`src/rtl/uart_prog_loader.sv`:
```
// Receives a length-prefixed program image over 8N1 UART and writes it word by word into imem.
// Each word is written the cycle after its 4th byte arrives; load_active frames the whole load.
module uart_prog_loader #(
  parameter int CLKS_PER_BIT = 868,
  parameter int ADDR_W       = 14
) (
  input  logic              clk,
  input  logic              rst,
  input  logic              rx,
  input  logic              start,
  output logic              load_active,
  output logic              imem_we,
  output logic [ADDR_W-1:0] imem_addr,
  output logic [31:0]       imem_wdata,
  output logic              done,
  output logic              err
);

  localparam int             CW        = $clog2(CLKS_PER_BIT + 1);
  localparam logic [CW-1:0]  HALF_CNT  = CW'(CLKS_PER_BIT / 2);
  localparam logic [CW-1:0]  LAST_CNT  = CW'(CLKS_PER_BIT - 1);
  localparam logic [32:0]    MAX_WORDS = 33'(1) << ADDR_W;

  typedef enum logic [1:0] {R_IDLE, R_START, R_DATA, R_STOP} rx_state_e;
  typedef enum logic [1:0] {IDLE, LEN, DATA, DONE} ld_state_e;

  // ---------------------------------------------------------------- RX path
  logic            rx_s1_q, rx_s2_q, rx_s3_q;
  rx_state_e       rx_state_q, rx_state_d;
  logic [CW-1:0]   rx_cnt_q, rx_cnt_d;
  logic [2:0]      rx_bit_q, rx_bit_d;
  logic [7:0]      rx_shift_q, rx_shift_d;
  logic            byte_vld_q, byte_vld_d;
  logic [7:0]      byte_dat_q, byte_dat_d;
  logic            frame_err_q, frame_err_d;

  // rx_s3_q is the previous synchronized sample, used only for edge detection
  always_ff @(posedge clk or posedge rst) begin
    if (rst) begin
      rx_s1_q     <= 1'b1;
      rx_s2_q     <= 1'b1;
      rx_s3_q     <= 1'b1;
      rx_state_q  <= R_IDLE;
      rx_cnt_q    <= '0;
      rx_bit_q    <= '0;
      rx_shift_q  <= '0;
      byte_vld_q  <= 1'b0;
      byte_dat_q  <= '0;
      frame_err_q <= 1'b0;
    end else begin
      rx_s1_q     <= rx;
      rx_s2_q     <= rx_s1_q;
      rx_s3_q     <= rx_s2_q;
      rx_state_q  <= rx_state_d;
      rx_cnt_q    <= rx_cnt_d;
      rx_bit_q    <= rx_bit_d;
      rx_shift_q  <= rx_shift_d;
      byte_vld_q  <= byte_vld_d;
      byte_dat_q  <= byte_dat_d;
      frame_err_q <= frame_err_d;
    end
  end

  always_comb begin
    rx_state_d  = rx_state_q;
    rx_cnt_d    = rx_cnt_q;
    rx_bit_d    = rx_bit_q;
    rx_shift_d  = rx_shift_q;
    byte_vld_d  = 1'b0;
    byte_dat_d  = byte_dat_q;
    frame_err_d = 1'b0;
    unique case (rx_state_q)
      R_IDLE: begin
        if (rx_s3_q && !rx_s2_q) begin
          rx_state_d = R_START;
          rx_cnt_d   = '0;
        end
      end
      R_START: begin
        if (rx_cnt_q == HALF_CNT) begin
          rx_cnt_d = '0;
          rx_bit_d = '0;
          // a start bit that is already gone by mid-bit was a glitch
          rx_state_d = rx_s2_q ? R_IDLE : R_DATA;
        end else begin
          rx_cnt_d = rx_cnt_q + CW'(1);
        end
      end
      R_DATA: begin
        if (rx_cnt_q == LAST_CNT) begin
          rx_cnt_d   = '0;
          rx_shift_d = {rx_s2_q, rx_shift_q[7:1]};
          if (rx_bit_q == 3'd7) rx_state_d = R_STOP;
          else                  rx_bit_d   = rx_bit_q + 3'd1;
        end else begin
          rx_cnt_d = rx_cnt_q + CW'(1);
        end
      end
      R_STOP: begin
        if (rx_cnt_q == LAST_CNT) begin
          rx_cnt_d   = '0;
          rx_state_d = R_IDLE;
          if (rx_s2_q) begin
            byte_vld_d = 1'b1;
            byte_dat_d = rx_shift_q;
          end else begin
            frame_err_d = 1'b1;
          end
        end else begin
          rx_cnt_d = rx_cnt_q + CW'(1);
        end
      end
      default: rx_state_d = R_IDLE;
    endcase
  end

  // ---------------------------------------------------------------- loader
  ld_state_e         ld_state_q, ld_state_d;
  logic              start_d_q;
  logic [1:0]        byte_cnt_q, byte_cnt_d;
  logic [31:0]       len_q, len_d;
  logic [31:0]       word_q, word_d;
  logic [ADDR_W:0]   word_cnt_q, word_cnt_d;
  logic [ADDR_W-1:0] addr_q, addr_d;
  logic              we_q, we_d;
  logic              done_q, done_d;
  logic              err_q, err_d;
  logic              active_q, active_d;
  logic              arm;
  logic [31:0]       len_new;
  logic [ADDR_W:0]   word_cnt_inc;

  always_ff @(posedge clk or posedge rst) begin
    if (rst) begin
      ld_state_q <= IDLE;
      start_d_q  <= 1'b0;
      byte_cnt_q <= '0;
      len_q      <= '0;
      word_q     <= '0;
      word_cnt_q <= '0;
      addr_q     <= '0;
      we_q       <= 1'b0;
      done_q     <= 1'b0;
      err_q      <= 1'b0;
      active_q   <= 1'b0;
    end else begin
      ld_state_q <= ld_state_d;
      start_d_q  <= start;
      byte_cnt_q <= byte_cnt_d;
      len_q      <= len_d;
      word_q     <= word_d;
      word_cnt_q <= word_cnt_d;
      addr_q     <= addr_d;
      we_q       <= we_d;
      done_q     <= done_d;
      err_q      <= err_d;
      active_q   <= active_d;
    end
  end

  assign arm          = start && !start_d_q;
  assign len_new      = {byte_dat_q, len_q[31:8]};
  assign word_cnt_inc = word_cnt_q + (ADDR_W+1)'(1);

  always_comb begin
    ld_state_d = ld_state_q;
    byte_cnt_d = byte_cnt_q;
    len_d      = len_q;
    word_d     = word_q;
    word_cnt_d = word_cnt_q;
    addr_d     = addr_q;
    we_d       = 1'b0;
    done_d     = done_q;
    err_d      = err_q;
    active_d   = active_q;
    unique case (ld_state_q)
      IDLE, DONE: begin
        // received bytes are dropped here; only a start edge matters
        if (arm) begin
          ld_state_d = LEN;
          done_d     = 1'b0;
          err_d      = 1'b0;
          active_d   = 1'b1;
          byte_cnt_d = '0;
          len_d      = '0;
          word_d     = '0;
          word_cnt_d = '0;
          addr_d     = '0;
        end
      end
      LEN: begin
        if (frame_err_q) begin
          ld_state_d = IDLE;
          err_d      = 1'b1;
          active_d   = 1'b0;
          byte_cnt_d = '0;
          len_d      = '0;
        end else if (byte_vld_q) begin
          len_d      = len_new;
          byte_cnt_d = byte_cnt_q + 2'd1;
          if (byte_cnt_q == 2'd3) begin
            if (len_new == 32'd0) begin
              ld_state_d = DONE;
              done_d     = 1'b1;
              active_d   = 1'b0;
            end else if ({1'b0, len_new} > MAX_WORDS) begin
              ld_state_d = IDLE;
              err_d      = 1'b1;
              active_d   = 1'b0;
            end else begin
              ld_state_d = DATA;
            end
          end
        end
      end
      DATA: begin
        if (frame_err_q) begin
          ld_state_d = IDLE;
          err_d      = 1'b1;
          active_d   = 1'b0;
          byte_cnt_d = '0;
          word_d     = '0;
        end else if (byte_vld_q) begin
          word_d     = {byte_dat_q, word_q[31:8]};
          byte_cnt_d = byte_cnt_q + 2'd1;
          we_d       = (byte_cnt_q == 2'd3);
        end
        if (we_q) begin
          word_cnt_d = word_cnt_inc;
          // the final write leaves the address on the last word, so it never wraps
          if (word_cnt_inc == len_q[ADDR_W:0]) begin
            ld_state_d = DONE;
            done_d     = 1'b1;
            active_d   = 1'b0;
          end else begin
            addr_d = addr_q + ADDR_W'(1);
          end
        end
      end
      default: ld_state_d = IDLE;
    endcase
  end

  assign load_active = active_q;
  assign imem_we     = we_q;
  assign imem_addr   = addr_q;
  assign imem_wdata  = word_q;
  assign done        = done_q;
  assign err         = err_q;

endmodule

```
`config.mk`:
```
export PLATFORM = sky130hd
export DESIGN_NAME = uart_prog_loader
export DESIGN_NICKNAME = d
export VERILOG_FILES = /design/src/rtl/uart_prog_loader.sv
export SDC_FILE = /design/constraint.sdc
export NUM_CORES = 1
export LEC_CHECK = 0
export CORE_MARGIN = 4
export CORE_UTILIZATION = 45
export CTS_CLUSTER_DIAMETER = 100
export CTS_CLUSTER_SIZE = 12
export DETAILED_ROUTE_END_ITERATION = 8
export DONT_BUFFER_PORTS = 1
export SYNTH_ARGS = -nofsm -noshare
export SYNTH_HDL_FRONTEND = slang
export SYNTH_SLANG_ARGS = --single-unit
```
`constraint.sdc`:
```
create_clock -name clk -period 11.7 [get_ports clk]
set_input_delay 1.17 -clock clk [delete_from_list [all_inputs] [get_ports clk]]
set_output_delay 1.17 -clock clk [all_outputs]
set_load 0.02 [all_outputs]
```
* Word level (Yosys, flattened, before mapping)
Index checks and enable logic that the tools add are counted.
W data, S select, Z words.
** Word-level totals
- Flip-flop bits (word level) :: 138
- Bits of input ports :: 4
- Output and inout bits :: 50
- Word-level logic and storage cells :: 163
** Operators by class
- $add $sub $neg :: 5
- $lt $le $gt $ge :: 1
- Equality and inequality tests :: 33
- Multiplexer cells :: 77
- Reductions and logical operators :: 26
** Operator list (count)
- $mux W32 :: 5
- $pmux W32 S2 :: 2
- $mux W14 :: 3
- $mux W2 :: 18
- $gt A32 B15 Y1 const B :: 1
- $logic_not A32 Y1 :: 1
- $mux W1 :: 31
- $mux W10 :: 3
- $mux W15 :: 2
- $ne A2 B2 Y1 const B :: 15
- $pmux W10 S3 :: 1
- $pmux W15 S2 :: 1
- $pmux W14 S2 :: 1
- $add A15 B1 Y15 const B :: 1
- $eq A15 B15 Y1 :: 1
- $ne A3 B3 Y1 const B :: 5
- $reduce_and A3 Y1 :: 5
- $add A14 B1 Y14 const B :: 1
- $reduce_and A4 Y1 :: 3
- $add A10 B1 Y10 const B :: 1
- $eq A10 B10 Y1 const B :: 1
- $eq A10 B9 Y1 const B :: 1
- $eq A2 B2 Y1 const B :: 5
- $mux W3 :: 3
- 20 further kinds :: 31

* Depth between registers and ports, before layout
- Depth in word-level cells :: 7
- Depth in mapped cells :: 13
- Gate-level depth less buffers :: 9

* Worst setup path before layout
No wires, ideal clock.
- Kind :: register to register
- Start :: register word_cnt_q[0]
- End :: register addr_q[2], in the netlist imem_addr[2]
- Arrival :: 2.591 ns
- Data required time :: 11.624 ns
- Slack :: 9.033 ns
- Stages on the path, launching flop included :: 14
- Buffers on the path :: 5
- Path through :: dfrtp_1 > ha_1 > and2_1 > buf_2 > and3_4 > buf_6 > a311o_1 > a2111oi_2 > and4_1 > buf_4 > buf_8 > buf_12 > o21ai_2 > a21oi_2
** On the way
- Word-level cells in the longest chain between the ends :: 4
** RTL lines
- start, declared :: RTL line 123 : logic [ADDR_W:0] word_cnt_q, word_cnt_d;
- start signal, assigned :: RTL line 152 : word_cnt_q <= word_cnt_d;
- $add A15 B1 Y15 :: RTL line 163 : assign word_cnt_inc = word_cnt_q + (ADDR_W+1)'(1);
- $eq A15 B15 Y1 :: RTL line 231 : if (word_cnt_inc == len_q[ADDR_W:0]) begin
- $ne A2 B2 Y1 (no source line)
- $reduce_and A4 Y1 (no source line)
- end signal, assigned :: RTL line 153 : addr_q <= addr_d;
- end, declared :: RTL line 124 : logic [ADDR_W-1:0] addr_q, addr_d;
No other way between the ends.
A chain may end at the register's enable or synchronous reset.

* Worst setup path in the final report
- Start :: register word_cnt_q[0]
- End :: register addr_q[13], in the netlist imem_addr[13]
The elaborated chain is that of the path after synthesis.

==> results.ini <==
[detailed_routing]
drt-total-wl_mm=15.32
vias=5192
drc_errors=0
drt_first_pass_iters=5
drtIter0Drc=405
avgViaCountPerCell=5.668
drtAntennaViolNets=0
wl_per_cell_um=16.72

[final_layout]
diodes=0
area_growth_pct=10.38
drive_gt1_share_pct=10.66
nNetsFinal=732
n_fill_cell=1354

[synth]
synth_top_area_cell=dfrtp_1
ys_top_cells_by_count=174 x nand2_1, 135 x dfrtp_1, 107 x o21ai_0
synth.distinct_cells=58
yosysMostFrequentCell=nand2_1
synth_xor_area_share_pct=2.402
synth_warnings=0
synth_edf_count=0
synth_mux_area_share_pct=3.099
synth_seq_cells=138
synth_area_leaders=dfrtp_1 50%, nand2_1 9.6%, o21ai_0 7.8%
synth_top_area_share_pct=49.51
yosys.area_share.simple_pct=21.07
synth_area_um2=6823
ys.flop_type=dfrtp_1
synth_top_family_by_area=simple AND/OR/NAND/NOR gates
synth_compound_area_share_pct=17.02
yosysSeqAreaShare_pct=50.67
synth_adder_area_share_pct=1.650
syn_inst=739
syn_nets=752
syn_area_per_cell_um2=9.232
async_flop_share_pct=100.0

[clock_network]
clock_latency_ns=0.43
cts_setup_buffers=0
htreeDepth=4
ctsResizeCount=0
clk_path_buf_depth=2
clk_pin_slew_worst_paths_ns=0.06
cts_tree=done
cts_made_buffers=17
ctsRootBufferMaster=clkbuf_16
cts.sinks=138
holdBufCountCts=0

[floorplanning]
top_level_ports=54
initial_utilization_pct=46.42
die_w_um=131.1
fp.dieArea_um2=17200
rows=44
core_area_um2=14700
die_y_um=131.1

[pwr]
p_leak_nw=3.193
powerDensity_nw_per_um2=148.9
p_comb_share_pct=3.8
clock_power_share_pct=51.4
seqPwrFrac_pct=44.7
intPower_w=0.0008629
switching_power_w=0.0002588
ir_drop_v=0.0001230
swShare_pct=23.07

[sta]
max_freq_mhz=304.3
rsz0062_at_grt=false
min_period_ns=3.286
period_share_pct=28.09
slew_violations=0
worst_pin_slew_ns=0.9916
final-setup-viol-count=0
tns_ns=0
finalHoldViolations=0
fin_hold_ws_ns=0.3564
relSlewSlack_pct=33.89
fin_worst_skew_ns=0.009936

[placed_design]
numPortBuffers=0
place_congestion=0.8807
dp.final_hpwl_mm=10.10

[global_route]
grt-ovfl-total=0
grt_max_degree=73
grt_pass1_wl_mm=25.96
grt_pass1_vias=4997
antenna_found_initial=0
grt_use_total_pct=18.33

[worst_hold_path]
hp-start=rx_s1_q
hold_path_class=flip-flop to flip-flop
min_to=rx_s2_q
whs_path_depth=0

[worst_setup_path]
crit_fanout=26
cp.arrival_ns=3.62
timing.rr.start=word_cnt_q[0]
setup.worst_path.end_class=flip-flop
critPathKind=flip-flop to flip-flop
cp-start-kind=flip-flop
reg2reg_slack_ns=8.41
required_ns=12.04
reg2reg_to=imem_addr[13]
r2r_cells=8

[run_status]
outcome=finished clean

[run]
drv_cap=0

-- layer usage --
layer  vias up  wire length [um]  track usage (%)
met5         -                 0                0
met4         0               168            5.543
met3        16               685            4.587
met2       117              7514            29.72
met1      2489              6949            24.54
li1       2570                 -                -
-- kinds of logic after synthesis --
| family | Yosys count |
|---|---|
| AND/OR/NAND/NOR | 307 |
| AO/OA/AOI/OAI | 193 |
| multiplexers | 19 |
| buffers and inverters | 56 |
| flip-flops | 138 |
| XOR/XNOR | 17 |
| adder cells (fa/ha/maj) | 9 |
-- critical path, stage by stage, from the launching register on --
cell       delay, ns
dfrtp_1         0.44
ha_1            0.34
and2_1          0.37
nand3_1         0.16
a221o_1         0.36
a2111oi_2       0.34
and4_1          0.83
o21ai_0         0.20
a21oi_1         0.17
-- area by class of cell --
class,count,area (um^2),share of cell area [%]
clock buffers,19,432.9,5.748
clock inverters,13,192.7,2.559
flip-flops and latches,138,3457,45.90
inverters,11,46.29,0.6147
multi-input cells,545,3127,41.52
repair buffers,6,45.04,0.5981
well taps,184,230.2,3.057
-- layout by cell type (no fill, tap or decap), drive strengths merged, types with 6 or more instances in the layout --
cell type    n
buf          6
xnor2       10
nor4        10
mux2        17
o211ai       7
and3        13
o31ai       13
clkbuf      19
or4          9
nand2b      10
nand2      174
ha           9
dfrtp      135
xor2         6
nand4       11
nor2        24
or3         11
o21ai      114
nand3       22
a31oi        8
a21oi       25
inv         14
-- through the flow --
stage / setup slack, ns / instances / cell area [um^2] / power [W] / utilization (%)
floorplan: 6.839 / 739 / 6823 / 0.0005398 / -
global placement: 8.378 / 884 / 6905 / 0.0005495 / 46.98
detailed placement: 8.326 / 884 / 6905 / 0.0005531 / 46.98
CTS: 8.441 / 916 / 7531 / 0.001130 / 51.23
global route: 8.229 / 916 / 7531 / 0.001162 / 51.23
finish: 8.414 / 916 / 7531 / 0.001122 / 51.23
-- registers in the layout, indices dropped and copies added (netlist names), 2 cells and up, named ones only --
register	cells
byte_dat_q	8
imem_addr	14
rx_bit_q	3
imem_wdata	32
rx_shift_q	8
byte_cnt_q	2
word_cnt_q	15
len_q	32
ld_state_q	2
rx_cnt_q	10
-- how the worst max path moves through the flow --
stage | startpoint | endpoint | slack (ns) | cells past startpoint
finish | word_cnt_q[0] | imem_addr[13] | 8.41 | 8
global route | word_cnt_q[0] | imem_addr[3] | 8.23 | 8
CTS | word_cnt_q[0] | imem_addr[13] | 8.44 | 8
detailed placement | start | imem_addr[13] | 8.33 | 6
global placement | start | imem_addr[12] | 8.38 | 6
floorplan | rst | async pin | 6.84 | 1
-- power groups by stage --
stage | sequential (W) | clock (W) | combinational (W)
floorplan | 0.000505 | 0 | 0.0000343
global placement | 0.000509 | 0 | 0.0000408
detailed placement | 0.000510 | 0 | 0.0000432
CTS | 0.000501 | 0.000585 | 0.0000435
global route | 0.000503 | 0.000608 | 0.0000505
finish | 0.000502 | 0.000577 | 0.0000428
Power figures use the tool's default switching activity.
